--- src/rtl/reg_write_arbiter.sv ---
// Round-robin write arbiter/sequencer for a shared W-bit parameter register.
// Optional ARB_LOCK_EN: a locking owner keeps winning for atomic write bursts.
module reg_write_arbiter #(
   parameter int unsigned N = 4,
   parameter int unsigned W = 8
) (
   input  logic             clk,
   input  logic             reset,
   input  logic [N-1:0]     req,
   input  logic [N*W-1:0]   wdata,
   input  logic [N-1:0]     lock,
   output logic [N-1:0]     gnt,
   output logic             reg_lden,
   output logic [W-1:0]     reg_d,
   output logic             busy,
   output logic [$clog2(N)-1:0] owner
);

   localparam int unsigned IW = $clog2(N);

   typedef enum logic {IDLE, WRITE} state_t;

   state_t          state, state_nx;
   logic [IW-1:0]   ptr, ptr_nx, owner_nx;
   logic [W-1:0]    reg_d_nx;
   logic [N-1:0]    gnt_nx;
   logic            reg_lden_nx, busy_nx;
   logic            found, lock_hit;
   logic [IW-1:0]   win;
   logic [IW:0]     cand;
   logic [W-1:0]    wd [N];

   for (genvar g = 0; g < int'(N); g++) begin : g_unpack
      assign wd[g] = wdata[g*W +: W];
   end

`ifdef ARB_LOCK_EN
   // Owner index is only meaningful once a write has actually been granted.
   logic owner_vld;
   always_ff @(posedge clk) begin
      if (!reset)
         owner_vld <= 1'b0;
      else if (state == IDLE && found)
         owner_vld <= 1'b1;
   end
`else
   logic unused_lock;
   assign unused_lock = ^lock;
`endif

   // Winner select: first requester at or after ptr, wrapping around.
   always_comb begin
      found    = 1'b0;
      win      = '0;
      lock_hit = 1'b0;
      cand     = '0;
      for (int k = 0; k < int'(N); k++) begin
         cand = {1'b0, ptr} + (IW+1)'(k);
         if (cand >= (IW+1)'(N))
            cand = cand - (IW+1)'(N);
         if (!found && req[cand[IW-1:0]]) begin
            found = 1'b1;
            win   = cand[IW-1:0];
         end
      end
`ifdef ARB_LOCK_EN
      if (owner_vld && lock[owner] && req[owner]) begin
         found    = 1'b1;
         win      = owner;
         lock_hit = 1'b1;
      end
`endif
   end

   // Next state and next registered outputs.
   always_comb begin
      state_nx    = state;
      ptr_nx      = ptr;
      owner_nx    = owner;
      reg_d_nx    = reg_d;
      gnt_nx      = '0;
      reg_lden_nx = 1'b0;
      busy_nx     = 1'b0;
      case (state)
         IDLE: begin
            if (found) begin
               state_nx    = WRITE;
               owner_nx    = win;
               reg_d_nx    = wd[win];
               gnt_nx      = N'(1) << win;
               reg_lden_nx = 1'b1;
               busy_nx     = 1'b1;
               if (!lock_hit)
                  ptr_nx = (win == IW'(N-1)) ? '0 : win + IW'(1);
            end
         end
         WRITE:   state_nx = IDLE;
         default: state_nx = IDLE;
      endcase
   end

   always_ff @(posedge clk) begin
      if (!reset) begin
         state    <= IDLE;
         ptr      <= '0;
         owner    <= '0;
         reg_d    <= '0;
         gnt      <= '0;
         reg_lden <= 1'b0;
         busy     <= 1'b0;
      end else begin
         state    <= state_nx;
         ptr      <= ptr_nx;
         owner    <= owner_nx;
         reg_d    <= reg_d_nx;
         gnt      <= gnt_nx;
         reg_lden <= reg_lden_nx;
         busy     <= busy_nx;
      end
   end

endmodule

--- config.mk ---
export PLATFORM = sky130hd
export DESIGN_NAME = reg_write_arbiter
export DESIGN_NICKNAME = d
export VERILOG_FILES = /design/src/rtl/reg_write_arbiter.sv
export SDC_FILE = /design/constraint.sdc
export NUM_CORES = 1
export LEC_CHECK = 0
export ABC_AREA = 1
export BUFFER_PORTS_ARGS = -buffer_cell sky130_fd_sc_hd__buf_4
export CORE_ASPECT_RATIO = 0.75
export CORE_UTILIZATION = 49
export CTS_CLUSTER_DIAMETER = 200
export DETAILED_ROUTE_END_ITERATION = 16
export GPL_TIMING_DRIVEN = 1
export PLACE_DENSITY = 0.84
export SLEW_MARGIN = 10
export SYNTH_ARGS = -nofsm -noshare
export SYNTH_HDL_FRONTEND = slang
export SYNTH_SLANG_ARGS = --single-unit
--- constraint.sdc ---
create_clock -name clk -period 5.1 [get_ports clk]
set_clock_uncertainty 0.1 [all_clocks]
set_input_delay 1.02 -clock clk [delete_from_list [all_inputs] [get_ports clk]]
set_output_delay 1.02 -clock clk [all_outputs]
set_load 0.05 [all_outputs]
==> results of run 1 <==
-- flip-flops by register name, summed over array words and instances, names as in the netlist --
name	cells
gnt	4
busy	1
owner	2
reg_d	8
ptr	2
-- power by group through the flow --
| stage | logic [mW] | clock network, mW | registers [mW] |
|---|---|---|---|
| final | 0.747 | 0.0775 | 0.220 |
| after global routing | 0.823 | 0.0846 | 0.226 |
| after detailed placement | 0.746 | 0 | 0.222 |
| after CTS | 0.747 | 0.0776 | 0.219 |
| after floorplan | 0.475 | 0 | 0.367 |
| after global placement | 0.733 | 0 | 0.223 |
-- layout make-up --
type,count,area [sq um]
Clock buffer,3,22.5
Clock inverter,1,5.00
Fill cell,218,689
Inverter,27,101
Multi-Input combinational cell,143,691
Sequential cell,17,340
Tap cell,34,42.5
Timing Repair Buffer,53,398
-- layer usage --
layer	track usage (%)	share of wire [%]
met1	29.4	49
met2	38.0	44
met3	6.43	6.6
met4	5.71	0.89
met5	0	0
-- through the flow --
| step | instances | hold slack [ps] | total power [mW] | setup WS, ps | utilization, % |
|---|---|---|---|---|---|
| 2_1_floorplan | 194 | 415 | 0.842 | 2870 | - |
| 3_3_place_gp | 274 | 339 | 0.956 | 2140 | 68.7 |
| 3_5_place_dp | 274 | 342 | 0.969 | 2130 | 68.7 |
| 4_1_cts | 278 | 361 | 1.04 | 2460 | 69.9 |
| 5_1_grt | 278 | 377 | 1.13 | 2210 | 69.9 |
| 6_report | 278 | 363 | 1.04 | 2430 | 69.9 |
-- cell families after synthesis --
family	after synthesis	share of synthesized area [%]
simple gates	136	54.7
compound gates	7	3.37
buf+inv	34	13.4
flops	17	28.6
-- cells in the final DEF, fill, tap and decap left out, drive strengths merged --
cell type / count
inv: 27
a31oi: 1
or2: 6
clkbuf: 3
o21ai: 5
buf: 53
nand2: 70
a21oi: 1
nand4: 1
nand3b: 3
nor2: 19
nand3: 37
clkinv: 1
dfxtp: 17
-- critical path, stage by stage --
cell and delay (ps):
buf_4 110, inv_1 80, nand2_2 70, nand3_1 110, nand2_1 80, a21oi_1 140, nand2_1 230, nand2_2 430
inv_1 140, or2_1 230, nand2_1 70, nand3_1 60
-- worst max-delay path by stage --
stage	slack, ps	cells past startpoint	startpoint	to
after floorplan	2870	13	req[3]	reg_d[0]$_SDFFE_PN0P_
after global placement	2140	12	req[3]	reg_d[5]$_SDFFE_PN0P_
after detailed placement	2130	12	req[3]	reg_d[6]$_SDFFE_PN0P_
after CTS	2460	12	req[3]	reg_d[5]$_SDFFE_PN0P_
after global routing	2210	12	req[3]	reg_d[5]$_SDFFE_PN0P_
final	2430	12	req[3]	reg_d[5]$_SDFFE_PN0P_
==> results_dict.tcl, run 1 <==
set metrics [dict create \
    status "finished, final reports clean" \
    r2r-end "reg_d[5]$_SDFFE_PN0P_" \
    die_w_um 58.9 \
    synth_top_cell_area_share_pct 28.6 \
    p_comb_share_pct 71.5 \
    internal-power_uw 443 \
    grt_pass1_wl_mm 4.49 \
    synth.largest_area_cell "dfxtp_1" \
    placed_area_sq_mm 0.00157 \
    ys_types 22 \
    clk_latency_ps 310 \
    yosysMostFrequentCell "nand2_1" \
    swShare_pct 57.5 \
    grt_pass1_vias 1069 \
    critPathCaptureType "flip-flop" \
    syn_to_final_growth_pct 34.5 \
    maxCapViolCount 0 \
    post_cts_resized 0 \
    ys_seq_area_share_pct 28.6 \
    reg2reg_depth 12 \
    min_period_ps 2670 \
    antenna_found_initial 0 \
    setup_tns_ps 0 \
    finalNetCount 287 \
    hold_violations 0 \
    worstReg2RegStart "ptr[0]$_SDFFE_PN0P_" \
    fmax_mhz 374 \
    cts_tree "built" \
    htreeDepth 1 \
    yosys-top-cells-area "dfxtp_1, nand2_1, nand3_1" \
    via_count 1322 \
    finalSetupViolCount 0 \
    rsz0062_at_grt "no" \
    hold_class "reg2reg" \
    drc_errors 0 \
    synthCells 194 \
    io_buffers 53 \
    synth_common_cells "nand2_1, nand3_1, inv_1" \
    ys_warn_count 0 \
    cts_buffers 3 \
    ioPinCount 58 \
    start_util_pct 52.0 \
    rows 15 \
    cts_num_sinks 17 \
    die_area_sq_mm 0.00263 \
    synth_nets 236 \
    min_to "reg_d[0]$_SDFFE_PN0P_" \
    p_per_area_mw_per_mm2 653 \
    power_switching_uw 601 \
    worstPathArrival_ps 2770 \
    synth_edf_count 0 \
    async_flop_share_pct 0 \
    path_clk_slew_ps 110 \
    grt_overflow 0 \
    vdd_drop_max_mv 0.399 \
    hold_depth 2 \
    avgViaCountPerCell 4.76 \
    clock_path_buffers 2 \
    start_kind "input port" \
    ant_nets 0 \
    period_share_pct 52.4 \
    slew_headroom_pct 70.6 \
    drt-initial-drc-count 31 \
    seq_power_share_pct 21.0 \
    hold_start "reg_d[0]$_SDFFE_PN0P_" \
    syn_area_sq_mm 0.00119 \
    r2r_setup_slack_ps 2510 \
    tightest_slew_ps 440 \
    crit_fanout 24 \
    diodes 0 \
    hpwl_mm 2.12 \
    p_clk_share_pct 7.4 \
    synth.avg_cell_area_sq_um 6.13 \
    postCtsHoldBufs 0 \
    clock-root-buffer "clkbuf_4" \
    worst-setup-path-type "in2reg" \
    drive_above_1_share_pct 32.0 \
    die_height_um 44.7 \
    core_sq_mm 0.00229 \
    wl_per_cell_um 10.1 \
    routed_wl_mm 2.80 \
    synth_seq_cells 17 \
    place_congestion 0.899 \
    first_pass_iters 6 \
    grt_max_degree 25 \
    grt_usage_pct 22.9 \
    fin_area_sq_mm 0.00160 \
    leakage_nw 0.896 \
    finalMaxSlewViolations 0 \
    cts_setup_buffers 0 \
    ys.flop_type "dfxtp_1" \
    crit_required_ps 5200 \
]
No activity file was read; power rests on OpenSTA's default activity.
==> inputs of run 2 (changes only) <==
--- a/config.mk
+++ b/config.mk
@@ -8,11 +8,11 @@
 export ABC_AREA = 1
 export BUFFER_PORTS_ARGS = -buffer_cell sky130_fd_sc_hd__buf_4
 export CORE_ASPECT_RATIO = 0.75
-export CORE_UTILIZATION = 49
+export CORE_UTILIZATION = 41
 export CTS_CLUSTER_DIAMETER = 200
 export DETAILED_ROUTE_END_ITERATION = 16
 export GPL_TIMING_DRIVEN = 1
-export PLACE_DENSITY = 0.84
+export PLACE_DENSITY = 0.75
 export SLEW_MARGIN = 10
 export SYNTH_ARGS = -nofsm -noshare
 export SYNTH_HDL_FRONTEND = slang
==> constraint.sdc (replaced) <==
create_clock -name clk -period 2.25 [get_ports clk]
set_clock_uncertainty 0.1 [all_clocks]
set_input_delay 0.45 -clock clk [delete_from_list [all_inputs] [get_ports clk]]
set_output_delay 0.45 -clock clk [all_outputs]
set_load 0.05 [all_outputs]
==> run 2 against run 1 <==
Net effect: design area increased by 4.6%; non-clock buffer count increased by 7; first-iteration DRC count increased by 32%; total power increased by 150%; die area increased by 19%; core utilization decreased by 7.5 points; wire length increased by 5.3%; sequential cell count unchanged; setup slack got worse by 2100 ps; combinational power increased by 150%; sequential power increased by 120%.
==> results_dict.tcl, run 2 (synthesized netlist as in run 1, its figures left out) <==
set metrics [dict create \
    p_per_area_mw_per_mm2 1530 \
    antenna_found_initial 0 \
    status "finished, final reports clean" \
    clock-root-buffer "clkbuf_8" \
    avgViaCountPerCell 4.52 \
    first_pass_iters 4 \
    ant_nets 0 \
    min_period_ps 1920 \
    drive_above_1_share_pct 33.9 \
    crit_top_cell "nand2_2" \
    stdcell_count 287 \
    routed_wl_mm 2.95 \
    reg_top3 "reg_d x8, gnt x4" \
    clock_path_buffers 2 \
    io_buffers 53 \
    dp.cells 283 \
    ioPinCount 58 \
    drc_errors 0 \
    grt_pass1_wl_mm 4.94 \
    top_layer_used "met4" \
    path_clk_slew_ps 60 \
    post_cts_resized 0 \
    largest-register "reg_d" \
    diodes 0 \
    crit_required_ps 2290 \
    cpPeakStageDelay_ps 380 \
    die_area_sq_mm 0.00312 \
    leakage_nw 0.937 \
    start_kind "flip-flop" \
    final_cell_mix "nand2_1, buf_4, nand3_1" \
    drt-initial-drc-count 41 \
    cp_cell_sequence "buf_4, nand2_2, nand3_2, nand2_2, nor2_4, nand3_2, nand2_2, nand2_2, buf_4, or2_1, nand3_1, nand3_1" \
    final_common_cell "nand2_1" \
    wl_met1_mm 1.54 \
    place_congestion 0.810 \
    fmax_mhz 520 \
    dr_wl_met2_mm 1.22 \
    wl_per_cell_um 10.3 \
    cts_num_sinks 17 \
    timing.final.ws_setup_ps 327 \
    start_util_pct 44.4 \
    dp_slack_ps 246 \
    grt_usage_pct 20.2 \
    cts_buffers 3 \
    worst-setup-path-type "reg2reg" \
    core_sq_mm 0.00268 \
    rows 16 \
    crit_fanout 14 \
    vdd_drop_max_mv 0.637 \
    critPathCaptureType "flip-flop" \
    setup_tns_ps 0 \
    via_count 1297 \
    period_share_pct 85.4 \
    postCtsHoldBufs 0 \
    dr_wl_met3_um 164 \
    nFillCells 272 \
    rsz0062_at_grt "no" \
    hold_class "reg2reg" \
    tightest_slew_ps 245 \
    die_w_um 64.2 \
    syn_to_final_growth_pct 40.7 \
    grt_pass1_vias 1178 \
    hold_violations 0 \
    worstPathArrival_ps 1960 \
    cts_setup_buffers 0 \
    largest_reg_flops 8 \
    die_height_um 48.7 \
    slew_headroom_pct 83.6 \
    hpwl_mm 2.37 \
    htreeDepth 1 \
    cts_tree "built" \
    grt_overflow 0 \
    finalNetCount 294 \
    finalMaxSlewViolations 0 \
    maxCapViolCount 0 \
    finalSetupViolCount 0 \
    clk_latency_ps 250 \
    slowest_stage "dfxtp_1" \
    grt_max_degree 15 \
]
## run 2: power breakdown
part	internal [mW]	leakage [nW]	switching, mW	total (mW)
logic	0.634	0.771	1.23	1.86
clock network	0.123	0.0255	0.0986	0.221
registers	0.422	0.140	0.0598	0.482
## run 2: area by class of cell
class | instances | area (sq um) | share of cell area (%)
repair buffers | 60 | 450 | 26.9
clock buffers | 3 | 41.3 | 2.47
inverters | 27 | 101 | 6.05
flip-flops and latches | 17 | 340 | 20.3
clock inverters | 1 | 5.00 | 0.299
well taps | 36 | 45.0 | 2.69
multi-input cells | 143 | 691 | 41.3
## run 2: routing by layer
layer	vias up	global-route usage, %
met5	-	0
met4	0	5.93
met3	2	6.37
met2	35	31.0
met1	544	27.1
li1	716	-
## run 2: worst max-delay path: cells and delay by family (launching register included)
family	cells	cell delay, ps
and+or+nand+nor	10	970
DFF	1	380
buffers and inverters	2	370
## run 2: path summary, 6_finish.rpt
path                         startpoint               endpoint  slack [ps]  cells past startpoint
setup reg to reg    ptr[0]$_SDFFE_PN0P_  reg_d[6]$_SDFFE_PN0P_         330                     12
hold reg to reg   reg_d[4]$_SDFFE_PN0P_  reg_d[4]$_SDFFE_PN0P_         350                      2
hold / removal    reg_d[4]$_SDFFE_PN0P_  reg_d[4]$_SDFFE_PN0P_         350                      2
setup / recovery    ptr[0]$_SDFFE_PN0P_  reg_d[6]$_SDFFE_PN0P_         330                     12
## run 2: per-stage QoR
stage | power (mW) | area [sq um] | util (%) | hold WS [ps]
final | 2.56 | 1670 | 62.4 | 352
after global routing | 2.79 | 1670 | 62.4 | 376
after CTS | 2.56 | 1670 | 62.4 | 361
after detailed placement | 2.33 | 1630 | 60.7 | 342
after global placement | 2.31 | 1630 | 60.7 | 346
after floorplan | 1.91 | 1190 | - | 415
